File: src/rtl/fetch_align.sv
`default_nettype none
// +--------------------------------------------------------------------------+
// | fetch_align: word fetch into a 3-halfword buffer, emits aligned 16/32-bit |
// | instructions. Optional macro COMPRESSED_EN enables halfword alignment.    |
// | Revision: 1.0                                                             |
// +--------------------------------------------------------------------------+
module fetch_align #(
  parameter logic [31:0] RESET_PC = 32'h0000_0000
) (
  input  logic        clk,
  input  logic        rst_n,
  output logic        imem_req_o,
  output logic [31:0] imem_addr_o,
  input  logic        imem_rvalid_i,
  input  logic [31:0] imem_rdata_i,
  input  logic        redirect_i,
  input  logic [31:0] redirect_pc_i,
  output logic        instr_valid_o,
  input  logic        instr_ready_i,
  output logic [31:0] instr_o,
  output logic [31:0] instr_pc_o,
  output logic        instr_compressed_o
);

`ifdef COMPRESSED_EN
  localparam logic C_COMP = 1'b1;
`else
  localparam logic C_COMP = 1'b0;
`endif
  localparam logic [31:0] C_PC_MASK   = C_COMP ? 32'hFFFF_FFFE : 32'hFFFF_FFFC;
  localparam logic [31:0] C_WORD_MASK = 32'hFFFF_FFFC;

  typedef enum logic [1:0] {BOOT, FETCH, WAIT, DISCARD} state_e;

  state_e      state_q, state_d;
  logic [15:0] buf_q [3];
  logic [15:0] buf_d [3];
  logic [1:0]  count_q, count_d;
  logic [31:0] fetch_q, fetch_d;
  logic [31:0] pc_q, pc_d;
  logic        skip_q, skip_d;
  logic        valid_q, valid_d;
  logic [31:0] instr_q, instr_d;
  logic        comp_q, comp_d;

  logic [1:0]  consumed;
  logic [1:0]  rem;
  logic        rsp;
  logic [2:0]  src;
  logic [2:0]  pos;
  logic [15:0] lo_half;
  logic        head_comp;

  always_comb begin
    state_d  = state_q;
    count_d  = count_q;
    fetch_d  = fetch_q;
    pc_d     = pc_q;
    skip_d   = skip_q;
    src      = 3'd0;
    consumed = 2'd0;

    if (valid_q && instr_ready_i) consumed = comp_q ? 2'd1 : 2'd2;
    rem = count_q - consumed;

    // Request only when the buffer will have room for a full word on return.
    imem_req_o = (state_q == FETCH) && !redirect_i && (rem <= 2'd1);
    rsp        = (state_q == WAIT) && imem_rvalid_i && !redirect_i;
    lo_half    = skip_q ? imem_rdata_i[31:16] : imem_rdata_i[15:0];
    pos        = {1'b0, rem};

    for (int i = 0; i < 3; i++) begin
      src      = 3'(i) + {1'b0, consumed};
      buf_d[i] = (src < 3'd3) ? buf_q[src[1:0]] : buf_q[i];
    end
    for (int i = 0; i < 3; i++) begin
      if (rsp && (3'(i) == pos)) buf_d[i] = lo_half;
      if (rsp && !skip_q && (3'(i) == pos + 3'd1)) buf_d[i] = imem_rdata_i[31:16];
    end

    count_d = rsp ? (rem + (skip_q ? 2'd1 : 2'd2)) : rem;
    pc_d    = pc_q + {29'd0, consumed, 1'b0};
    if (imem_req_o) fetch_d = fetch_q + 32'd4;
    if (rsp) skip_d = 1'b0;

    case (state_q)
      BOOT:    state_d = FETCH;
      FETCH:   if (imem_req_o) state_d = WAIT;
      WAIT:    if (imem_rvalid_i) state_d = FETCH;
      DISCARD: if (imem_rvalid_i) state_d = FETCH;
      default: state_d = BOOT;
    endcase

    // A redirect with a response still in flight must swallow that response.
    if (redirect_i) begin
      count_d = 2'd0;
      pc_d    = redirect_pc_i & C_PC_MASK;
      fetch_d = redirect_pc_i & C_WORD_MASK;
      skip_d  = C_COMP & redirect_pc_i[1];
      state_d = (((state_q == WAIT) || (state_q == DISCARD)) && !imem_rvalid_i) ? DISCARD : FETCH;
    end

    head_comp = C_COMP && (buf_d[0][1:0] != 2'b11);
    valid_d   = (count_d >= 2'd2) || ((count_d != 2'd0) && head_comp);
    comp_d    = valid_d && head_comp;
    if (!valid_d)    instr_d = 32'h0;
    else if (comp_d) instr_d = {16'h0, buf_d[0]};
    else             instr_d = {buf_d[1], buf_d[0]};
  end

  assign imem_addr_o        = imem_req_o ? fetch_q : 32'h0;
  assign instr_valid_o      = valid_q;
  assign instr_o            = instr_q;
  assign instr_pc_o         = pc_q;
  assign instr_compressed_o = comp_q;

  always_ff @(posedge clk or negedge rst_n) begin
    if (!rst_n) begin
      state_q <= BOOT;
      count_q <= 2'd0;
      fetch_q <= RESET_PC & C_WORD_MASK;
      pc_q    <= RESET_PC & C_PC_MASK;
      skip_q  <= C_COMP & RESET_PC[1];
      valid_q <= 1'b0;
      instr_q <= 32'h0;
      comp_q  <= 1'b0;
      for (int i = 0; i < 3; i++) buf_q[i] <= 16'h0;
    end else begin
      state_q <= state_d;
      count_q <= count_d;
      fetch_q <= fetch_d;
      pc_q    <= pc_d;
      skip_q  <= skip_d;
      valid_q <= valid_d;
      instr_q <= instr_d;
      comp_q  <= comp_d;
      for (int i = 0; i < 3; i++) buf_q[i] <= buf_d[i];
    end
  end

endmodule
`default_nettype wire

File: config.mk
export PLATFORM = sky130hd
export DESIGN_NAME = fetch_align
export DESIGN_NICKNAME = d
export VERILOG_FILES = /design/src/rtl/fetch_align.sv
export SDC_FILE = /design/constraint.sdc
export NUM_CORES = 1
export LEC_CHECK = 0
export BUFFER_PORTS_ARGS = -buffer_cell sky130_fd_sc_hd__buf_2
export CELL_PAD_IN_SITES_DETAIL_PLACEMENT = 0
export CELL_PAD_IN_SITES_GLOBAL_PLACEMENT = 1
export CORE_MARGIN = 4
export CORE_UTILIZATION = 43
export CTS_BUF_LIST = sky130_fd_sc_hd__clkbuf_8
export DETAILED_ROUTE_END_ITERATION = 7
export GPL_TIMING_DRIVEN = 0
export PLACE_DENSITY_LB_ADDON = 0.1
export SLEW_MARGIN = 0
export SYNTH_ARGS = -nofsm -noshare
export SYNTH_HDL_FRONTEND = slang
export SYNTH_SLANG_ARGS = --single-unit
File: constraint.sdc
create_clock -name clk -period 3.1 [get_ports clk]
set_clock_uncertainty 0.15 [all_clocks]
set_input_delay 0.31 -clock clk [delete_from_list [all_inputs] [get_ports clk]]
set_output_delay 0.31 -clock clk [all_outputs]
set_load 0.03 [all_outputs]
# Yosys cells after proc, flatten, opt, wreduce, memory -nomap -nowiden
# Index checks and enable logic that the tools add are counted.
dict set report word_totals {
  reg_bits 150
  latchBits 0
  ram_bits 0
  rom_bits 0
  inputBits 69
  out_inout_bits 99
  wordCells 97
  n_memories 0
}
dict set report op_classes {
  n_addsub 7
  mul 0
  n_div 0
  order_cmp 8
  n_eq_ne 9
  shift 0
  mux 35
  n_bitwise 3
  n_reduce_logical 25
}
# operator count
set op_table {}
lappend op_table {{2-to-1 mux 16 bit} 16}
lappend op_table {{2-to-1 mux 32 bit} 5}
lappend op_table {{binary-select mux 16 bit (select 2 bit)} 3}
lappend op_table {{adder 32 x 3 -> 32 bit} 1}
lappend op_table {{adder 32 x 3 -> 32 bit, second input constant} 1}
lappend op_table {{2-to-1 mux 2 bit} 8}
lappend op_table {{logical AND 1 bit} 13}
lappend op_table {{>= comparator 3 bit, second input constant} 3}
lappend op_table {{inverter 2 -> 3 bit} 3}
lappend op_table {{< comparator 3 x 2 -> 1 bit, second input constant} 2}
lappend op_table {{one-hot mux 2 bit (3 select lines)} 1}
lappend op_table {{== test 2 bit, second input constant} 2}
lappend op_table {{zero test 2 bit} 2}
lappend op_table {{nonzero test 2 bit} 2}
lappend op_table {{adder 1 x 2 -> 3 bit, first input constant} 1}
lappend op_table {{adder 2 x 1 -> 3 bit, second input constant} 1}
lappend op_table {{adder 2 x 2 -> 3 bit, first input constant} 1}
lappend op_table {{== test 1 x 3 -> 1 bit, first input constant} 1}
lappend op_table {{== test 2 x 3 -> 1 bit, first input constant} 1}
lappend op_table {{zero test 1 bit} 3}
lappend op_table {{zero test 3 bit} 1}
lappend op_table {{!= test 3 x 1 -> 1 bit, second input constant} 1}
lappend op_table {{!= test 3 bit, second input constant} 1}
lappend op_table {{nonzero test 3 bit} 1}
lappend op_table {{other kinds (12)} 13}

# Depth between registers and ports, before layout
# Gate-level depths: netlist (run 1).
dict set report logic_depth {
  depth_word 11
  mapped_depth 9
  depth_no_buf 7
}

# Least setup slack after synthesis (run 1)
# No wires, ideal clock.
dict set report synth_timing {
  path_type {reg-to-reg}
  from {register count_q[1] (netlist name)}
  to {register pc_q[29], in the netlist instr_pc_o[29]}
  setup_ps 101
  arrival_ps 2459
  required_time_ps 2849
  slack_ps 390
  stages_incl_launch_ff 10
  n_path_buf 2
  synth_period_minus_slack_ps 2710
  path_cell_list {dfrtp_1 nand2_1 clkbuf_1 inv_1 ha_1 nand4_1 clkbuf_1 nor2_1 and4_1 nor4_1}
}
# element line
set synth_lines {}
lappend synth_lines {{end signal: assignment} 122} ;# pc_q <= RESET_PC & C_PC_MASK;
lappend synth_lines {{end signal: assignment} 132} ;# pc_q <= pc_d;
lappend synth_lines {{end: declaration} 40} ;# logic [31:0] pc_q, pc_d;

# Worst setup path in the final report (run 1)
dict set report layout_timing {
  from {register count_q[1]}
  to {output port imem_addr_o[5]}
}
dict set report layout_between {
  elab_chain_len 4
}
# element line
set layout_rtl {}
lappend layout_rtl {{start: declaration} 38} ;# logic [1:0] count_q, count_d;
lappend layout_rtl {{start signal: assignment} 130} ;# count_q <= count_d;
lappend layout_rtl {{subtractor 2 bit} 64} ;# rem = count_q - consumed;
lappend layout_rtl {{less-or-equal comparator 2 x 1 -> 1 bit} 67} ;# imem_req_o = (state_q == FETCH) && !redirect_i && (rem <= 2'd1);
lappend layout_rtl {{logical AND 1 bit} 67}
lappend layout_rtl {{2-to-1 mux 32 bit} 111} ;# assign imem_addr_o = imem_req_o ? fetch_q : 32'h0;
lappend layout_rtl {{end: declaration} 13} ;# output logic [31:0] imem_addr_o,
# Every way passes these cells.

==> results of run 1 <==
## logic make-up (layout without fill, tap and decap cells)
family | Yosys count | count (layout) | synth area share, %
XOR/XNOR | 14 | 14 | 1.63
buffers and inverters | 101 | 324 | 5.52
adder cells (fa/ha/maj) | 3 | 3 | 0.499
AND/OR/NAND/NOR | 331 | 331 | 24.1
flip-flops | 144 | 144 | 47.9
multiplexers | 71 | 71 | 9.81
other | 1 | 5 | 0.0498
AO/OA/AOI/OAI | 119 | 119 | 10.6
## routing by layer
metal / routed length [um] / part of all wire, %
met5: 0 / 0
met4: 560 / 2.4
met3: 1490 / 6.3
met2: 11200 / 48
met1: 10300 / 44
## cell usage after synthesis, drive strengths merged (2+ instances only)
library cell    n
mux2i          49
o21a            3
or3            22
a211o           2
nor3           20
a31oi          12
nor2           62
and2           33
a311oi         18
nor3b           6
or4             9
nand4          24
o31a            8
and3           14
a211oi          9
o21ai          11
mux2           22
nand2          56
buf            18
and4           15
a21oi          39
nand2b          8
nor4           25
xnor2          13
o31ai          10
ha              3
inv            44
clkbuf         39
a221oi          3
dfrtp         144
nor2b          12
nand3          19
## power by group
part / internal, mW / total, mW / switching (mW)
clock network: 0.827 / 1.68 / 0.853
registers: 2.16 / 2.34 / 0.176
logic: 0.491 / 1.31 / 0.819
## worst max-delay path: cells and delay by family, from the launching register on
kind,cells,cell delay [ps]
flops,1,430
simple gates,3,850
buf+inv,2,620
## per-stage QoR
| stage | cells | power [mW] | util [%] | setup slack [ps] |
|---|---|---|---|---|
| floorplan | 788 | 3.22 | - | 390 |
| global placement | 1173 | 3.64 | 50.0 | -659 |
| detailed placement | 1174 | 3.66 | 50.2 | -257 |
| CTS | 1236 | 5.36 | 54.5 | 66.8 |
| global route | 1236 | 5.62 | 54.6 | 107 |
| finish | 1236 | 5.33 | 54.6 | 278 |
## state kept, by name (all words and copies together), names as in the netlist
name,count
instr_o,32
count_q,2
state_q,2
instr_pc_o,30
fetch_q,30
buf_q,48
## cell type report
class	count	area (sq um)
Clock buffer	17	234
Clock inverter	15	198
Sequential cell	144	3600
Buffer	56	246
Fill cell	1653	7830
Tap cell	225	282
Timing Repair Buffer	192	1140
Inverter	44	165
Multi-Input combinational cell	543	3540
## repair_timing
action,in CTS,in global routing
setup endpoints to repair,8,6
resized for setup,1,1
hold buffers,31,0
endpoints found under the hold margin,88,0
## worst paths after layout
check                                     start                       end  slack [ps]
max                        count_q[1]$_DFF_PN0_            imem_addr_o[5]         280
min reg2reg                 buf_q[20]$_DFF_PN0_       buf_q[20]$_DFF_PN0_         320
max in group asynchronous                 rst_n    fetch_q[3]$_DFFE_PN0P_        1750
min in group asynchronous                 rst_n   fetch_q[26]$_DFFE_PN0P_         200
min                           redirect_pc_i[12]   fetch_q[12]$_DFFE_PN0P_          20
max reg2reg                count_q[1]$_DFF_PN0_  instr_pc_o[29]$_DFF_PN0_         330
==> metrics.csv, run 1 <==
stage,metric,value,unit
run_status,status,"finished, final reports clean",
grt,first-pass GRT wire length,36700,um
worst_setup_path,critical path cell sequence,nor2b_1 -> nor3_2 -> clkbuf_1 -> and2_1 -> buf_2,
sta,"Setup violations, final",0,
sta,period utilization,91.0,%
sta,Slew @ Worst Pin,973,ps
power_and_ir_drop,P per Cell Area,566,nW/um^2
yosys,Yosys top cell by area,dfrtp_1,
worst_setup_path,"Worst Path Class, Setup",flop to output port,
clock_network,Worst-path clk slew,90,ps
clock_network,post-CTS setup buffer count,0,
worst_hold_path,hold path depth,3,
clock_network,CTS H-tree depth,4,
cells_and_area,Finished Cell Area,9410,sq um
grt,total gr overflow,0,
yosys,top_reg_cell synth,dfrtp_1,
floorplanning,initial core utilization,43.7,%
sta,RSZ-0062 raised after global routing,no,
cells_and_area,Nets,1070,
detailed_routing,DRC,0,
placed_design,Port Buffers,160,
placed_design,GPL Wtd Cong,0.899,
sta,max_slew headroom,34.6,%
yosys,Gate Count Post-Synth,784,
sta,final hold vios,0,
worst_setup_path,Required @ worst endpoint,2640,ps
sta,Achievable Freq,354,MHz
cells_and_area,area grow syn2layout,25.0,%
cells_and_area,"commonest non-fill, non-tap cells in the layout","167 x buf_2, 144 x dfrtp_1, 62 x nor2_1",
detailed_routing,DR pass1 iterations,5,
clock_network,Root Driver,clkbuf_8,
floorplanning,Rows,48,
flow_run,Max Cap Viol,0,
yosys,area share of the largest cell type after synthesis,47.9,%
sta,Sum Neg Setup Slack,0,ps
worst_setup_path,"slowest stage cell, crit path",dfrtp_1,
worst_setup_path,critical path launch point type,flop,
clock_network,CTS tree,built,
worst_setup_path,Crit path arrival time,2360,ps
grt,GR Util met3,5.70,%
yosys,mapped cell area,7530,sq um
clock_network,CTS max path bufs,2,
cells_and_area,layout cell share with drive strength beyond 1,23.6,%
floorplanning,Chip Width,140,um
sta,Slew Limit Fails,0,
worst_hold_path,Hold/Removal Path Class,input pin to flop,
floorplanning,I/O Pins,168,
yosys,synth top area cells,"dfrtp_1 48%, mux2i_1 6.5%, mux2_2 3.3%, nor2_1 3.1%, nand2_1 2.8%",
grt,busiest layer in global routing,met2,
detailed_routing,final wirelength,23500,um
grt,initial antenna violation count,0,
floorplanning,Core ar.,17200,sq um
worst_setup_path,worst r2r path cells,8,
yosys,Post-synth EDFFs,0,
clock_network,"Clk Latency, worst-skew pair",470,ps
worst_setup_path,Crit path largest cell delay,430,ps
cells_and_area,Antenna Cells,0,
floorplanning,die area,19700,sq um
detailed_routing,Vias/cell,5.46,
yosys,register area share after synthesis,47.9,%
grt,GRT Total Usage,23.9,%
detailed_routing,WL per Instance,19.0,um
detailed_routing,DRT antenna net count,0,
floorplanning,Die Ht,140,um
grt,M1 GR Usage,31.6,%
placed_design,DP Area,8660,sq um
clock_network,CTS sink count,144,
sta,final hold slack,22.7,ps
yosys,yosys warns,0,
yosys,post-synthesis average cell area,9.60,sq um
worst_setup_path,worst-path fanout max,10,
power_and_ir_drop,Static Leak,4.64,nW
yosys,Yosys cell types,51,
placed_design,Final HPWL DP,16900,um
grt,largest net degree at the start of global routing,96,
yosys,"FFs w/ async S/R, synth",100,%
detailed_routing,Iter 0 DRT Violations,409,
grt,met2 Track Usage GR,38.7,%
power_and_ir_drop,Max rail drop VDD,0.404,mV
worst_setup_path,CP Capture Type,output port,
cells_and_area,"commonest non-fill, non-tap cell in the layout",buf_2,
yosys,post-synthesis register bit count,144,
sta,"Min Clock Period, post-route",2820,ps
clock_network,CTS Buf Count,17,
detailed_routing,vias,6743,
grt,vias in the first global route,6474,
Power figures use the tool's default switching activity.
==> run 2, diff against run 1 <==
--- a/config.mk
+++ b/config.mk
@@ -8,9 +8,9 @@
 export BUFFER_PORTS_ARGS = -buffer_cell sky130_fd_sc_hd__buf_2
 export CELL_PAD_IN_SITES_DETAIL_PLACEMENT = 0
 export CELL_PAD_IN_SITES_GLOBAL_PLACEMENT = 1
+export CORE_ASPECT_RATIO = 0.6
 export CORE_MARGIN = 4
-export CORE_UTILIZATION = 43
-export CTS_BUF_LIST = sky130_fd_sc_hd__clkbuf_8
+export CORE_UTILIZATION = 41
 export DETAILED_ROUTE_END_ITERATION = 7
 export GPL_TIMING_DRIVEN = 0
 export PLACE_DENSITY_LB_ADDON = 0.1
==> run 2 against run 1 <==
Net effect:
- via count up 0.34%
- non-clock buffer count down 11
- sequential share of layout area decreased by 0.21 points
- first-iteration DRC count grew 35%
- count of clock-buffer cells in the layout is 4 higher
- sequential power is essentially flat
- highest routed layer unchanged
- register-to-register slack lost 140 ps
- sequential cell count is the same
- die area up 5.0%
- worst hold slack lost 14 ps
==> metrics.csv, run 2 (synthesized netlist as in run 1, its figures left out) <==
stage,metric,value,unit,change
cells_and_area,Nets,1059,,-1.0%
placed_design,Final HPWL DP,17700,um,+4.5%
floorplanning,I/O Pins,168,,unchanged
power_and_ir_drop,Max rail drop VDD,0.395,mV,-2.4%
worst_setup_path,Crit path arrival time,3040,ps,+680 ps
worst_hold_path,Hold/Removal Path Class,input pin to flop,,
worst_setup_path,worst-path fanout max,17,,+7
clock_network,CTS tree,built,,
detailed_routing,final wirelength,24000,um,+2.1%
grt,vias in the first global route,6430,,-0.68%
worst_setup_path,FF-to-FF setup slack,190,ps,-140 ps
floorplanning,die area,20700,sq um,+5.0%
cells_and_area,"commonest non-fill, non-tap cell in the layout",buf_2,,
flow_run,Max Cap Viol,0,,unchanged
grt,first-pass GRT wire length,37300,um,+1.6%
cells_and_area,"commonest non-fill, non-tap cells in the layout","167 x buf_2, 144 x dfrtp_1, 62 x nor2_1",,
placed_design,Port Buffers,160,,unchanged
sta,"Setup violations, final",0,,unchanged
power_and_ir_drop,Power Internal,3.80,mW,+9.2%
sta,max_slew headroom,17.4,%,-17 points
sta,period utilization,93.8,%,+2.8 points
detailed_routing,WL per Instance,19.4,um,+1.9%
worst_setup_path,Required @ worst endpoint,3230,ps,+590 ps
clock_network,CTS Buf Count,17,,unchanged
sta,final hold vios,0,,unchanged
sta,Achievable Freq,344,MHz,-3.0%
power_and_ir_drop,Static Leak,4.64,nW,+0.15%
sta,"Min Clock Period, post-route",2910,ps,+87.3 ps
power_and_ir_drop,P per Cell Area,601,nW/um^2,+6.0%
grt,initial antenna violation count,1,,+1
floorplanning,Core ar.,18000,sq um,+4.5%
clock_network,CTS H-tree depth,4,,unchanged
cells_and_area,Antenna Cells,0,,unchanged
sta,Slew @ Worst Pin,1230,ps,+255 ps
detailed_routing,DR pass1 iterations,5,,unchanged
sta,final worst setup slack,191,ps,-87.3 ps
detailed_routing,Iter 0 DRT Violations,551,,+35%
placed_design,dpl ws,-461,ps,-204 ps
clock_network,CTS max path bufs,2,,unchanged
detailed_routing,Vias/cell,5.46,,about the same
sta,Slew Limit Fails,0,,unchanged
floorplanning,Rows,38,,-21%
detailed_routing,DRC,0,,unchanged
worst_setup_path,"Worst Path Class, Setup",flop to flop,,
floorplanning,initial core utilization,41.8,%,-1.9 points
worst_setup_path,critical path launch point type,flop,,
clock_network,post-CTS setup buffer count,0,,unchanged
floorplanning,Die Ht,113,um,-19%
grt,total gr overflow,0,,unchanged
power_and_ir_drop,combinational share of power,23.2,%,-1.4 points
sta,RSZ-0062 raised after global routing,no,,
cells_and_area,# fillers,1721,,+4.1%
cells_and_area,Finished Cell Area,9460,sq um,+0.55%
power_and_ir_drop,Sw Share,33.1,%,-1.6 points
power_and_ir_drop,Clock Power Share,35.5,%,+4.0 points
clock_network,CTS sink count,144,,unchanged
power_and_ir_drop,P_sw,1.88,mW,+1.7%
placed_design,GPL Wtd Cong,0.898,,about the same
cells_and_area,Biggest register,buf_q,,
placed_design,DP Area,8680,sq um,+0.29%
cells_and_area,max reg flops,48,,unchanged
detailed_routing,vias,6766,,+0.34%
grt,GRT Total Usage,23.3,%,-0.62 points
power_and_ir_drop,Reg power frac,41.4,%,-2.5 points
run_status,status,"finished, final reports clean",,
cells_and_area,area grow syn2layout,25.7,%,
cells_and_area,layout cell share with drive strength beyond 1,23.7,%,+0.084 points
clock_network,Root Driver,clkbuf_16,,
grt,largest net degree at the start of global routing,93,,-3.1%
floorplanning,Chip Width,183,um,+30%
detailed_routing,DRT antenna net count,0,,unchanged
clock_network,Worst-path clk slew,70,ps,-20 ps
worst_setup_path,CP Capture Type,flop,,
clock_network,"Clk Latency, worst-skew pair",430,ps,-40 ps
[run 2: stage by stage]
| step | hold slack, ps | util (%) | TNS [ps] | total power, mW | cells |
|---|---|---|---|---|---|
| global placement | 295 | 48.0 | -99610 | 3.65 | 1188 |
| floorplan | -136 | - | 0 | 3.22 | 788 |
| detailed placement | 152 | 48.2 | -2550 | 3.67 | 1189 |
| CTS | 0.250 | 52.4 | 0 | 5.71 | 1239 |
| finish | 8.23 | 52.5 | 0 | 5.68 | 1239 |
| global route | 26.2 | 52.5 | 0 | 5.97 | 1239 |
[run 2: power by group through the flow]
stage	registers [mW]	clock network [mW]	logic, mW
finish	2.35	2.01	1.32
global route	2.39	2.13	1.45
CTS	2.35	2.05	1.32
detailed placement	2.38	0	1.29
global placement	2.38	0	1.27
floorplan	2.43	0	0.793
[run 2: final timing paths]
check,cells past startpoint,startpoint,end
worst max-delay path,8,count_q[1]$_DFF_PN0_,instr_pc_o[13]$_DFF_PN0_
worst min register to register,2,buf_q[31]$_DFF_PN0_,buf_q[31]$_DFF_PN0_
worst max register to register,8,count_q[1]$_DFF_PN0_,instr_pc_o[13]$_DFF_PN0_
max in group asynchronous,3,rst_n,buf_q[11]$_DFFE_PN0P_
worst min-delay path,3,redirect_pc_i[15],instr_pc_o[15]$_DFF_PN0_
min in group asynchronous,2,rst_n,instr_pc_o[24]$_DFF_PN0_
[run 2: timing repair]
action	in CTS	in global routing
hold endpoints to repair	76	0
setup endpoints to repair	10	21
resized for setup	1	3
hold buffers	20	0
[run 2: critical path, stage by stage (launching register included)]
cell      delay, ps
dfrtp_1         480
nand2_4         270
inv_1           120
ha_1            250
nand4_1         360
clkbuf_1        410
nor4_1          450
xnor2_1         180
a21oi_1          80
[run 2: cell type report]
| cell class | instances | area, sq um | area share, % |
|---|---|---|---|
| plain buffers | 56 | 246 | 2.61 |
| clock buffers | 21 | 460 | 4.87 |
| clock inverters | 10 | 103 | 1.08 |
| inverters | 44 | 165 | 1.75 |
| multi-input cells | 543 | 3550 | 37.5 |
| flip-flops and latches | 144 | 3600 | 38.1 |
| well taps | 240 | 300 | 3.17 |
| repair buffers | 181 | 1030 | 10.9 |
[run 2: layer usage]
layer  GRT usage, %  vias up  share of wire [%]
met5              0        -                  0
met1           38.8     3294                 53
met3           4.98       15                7.2
met2           30.2      248                 39
met4           4.81        0               0.68
li1               -     3209                  -
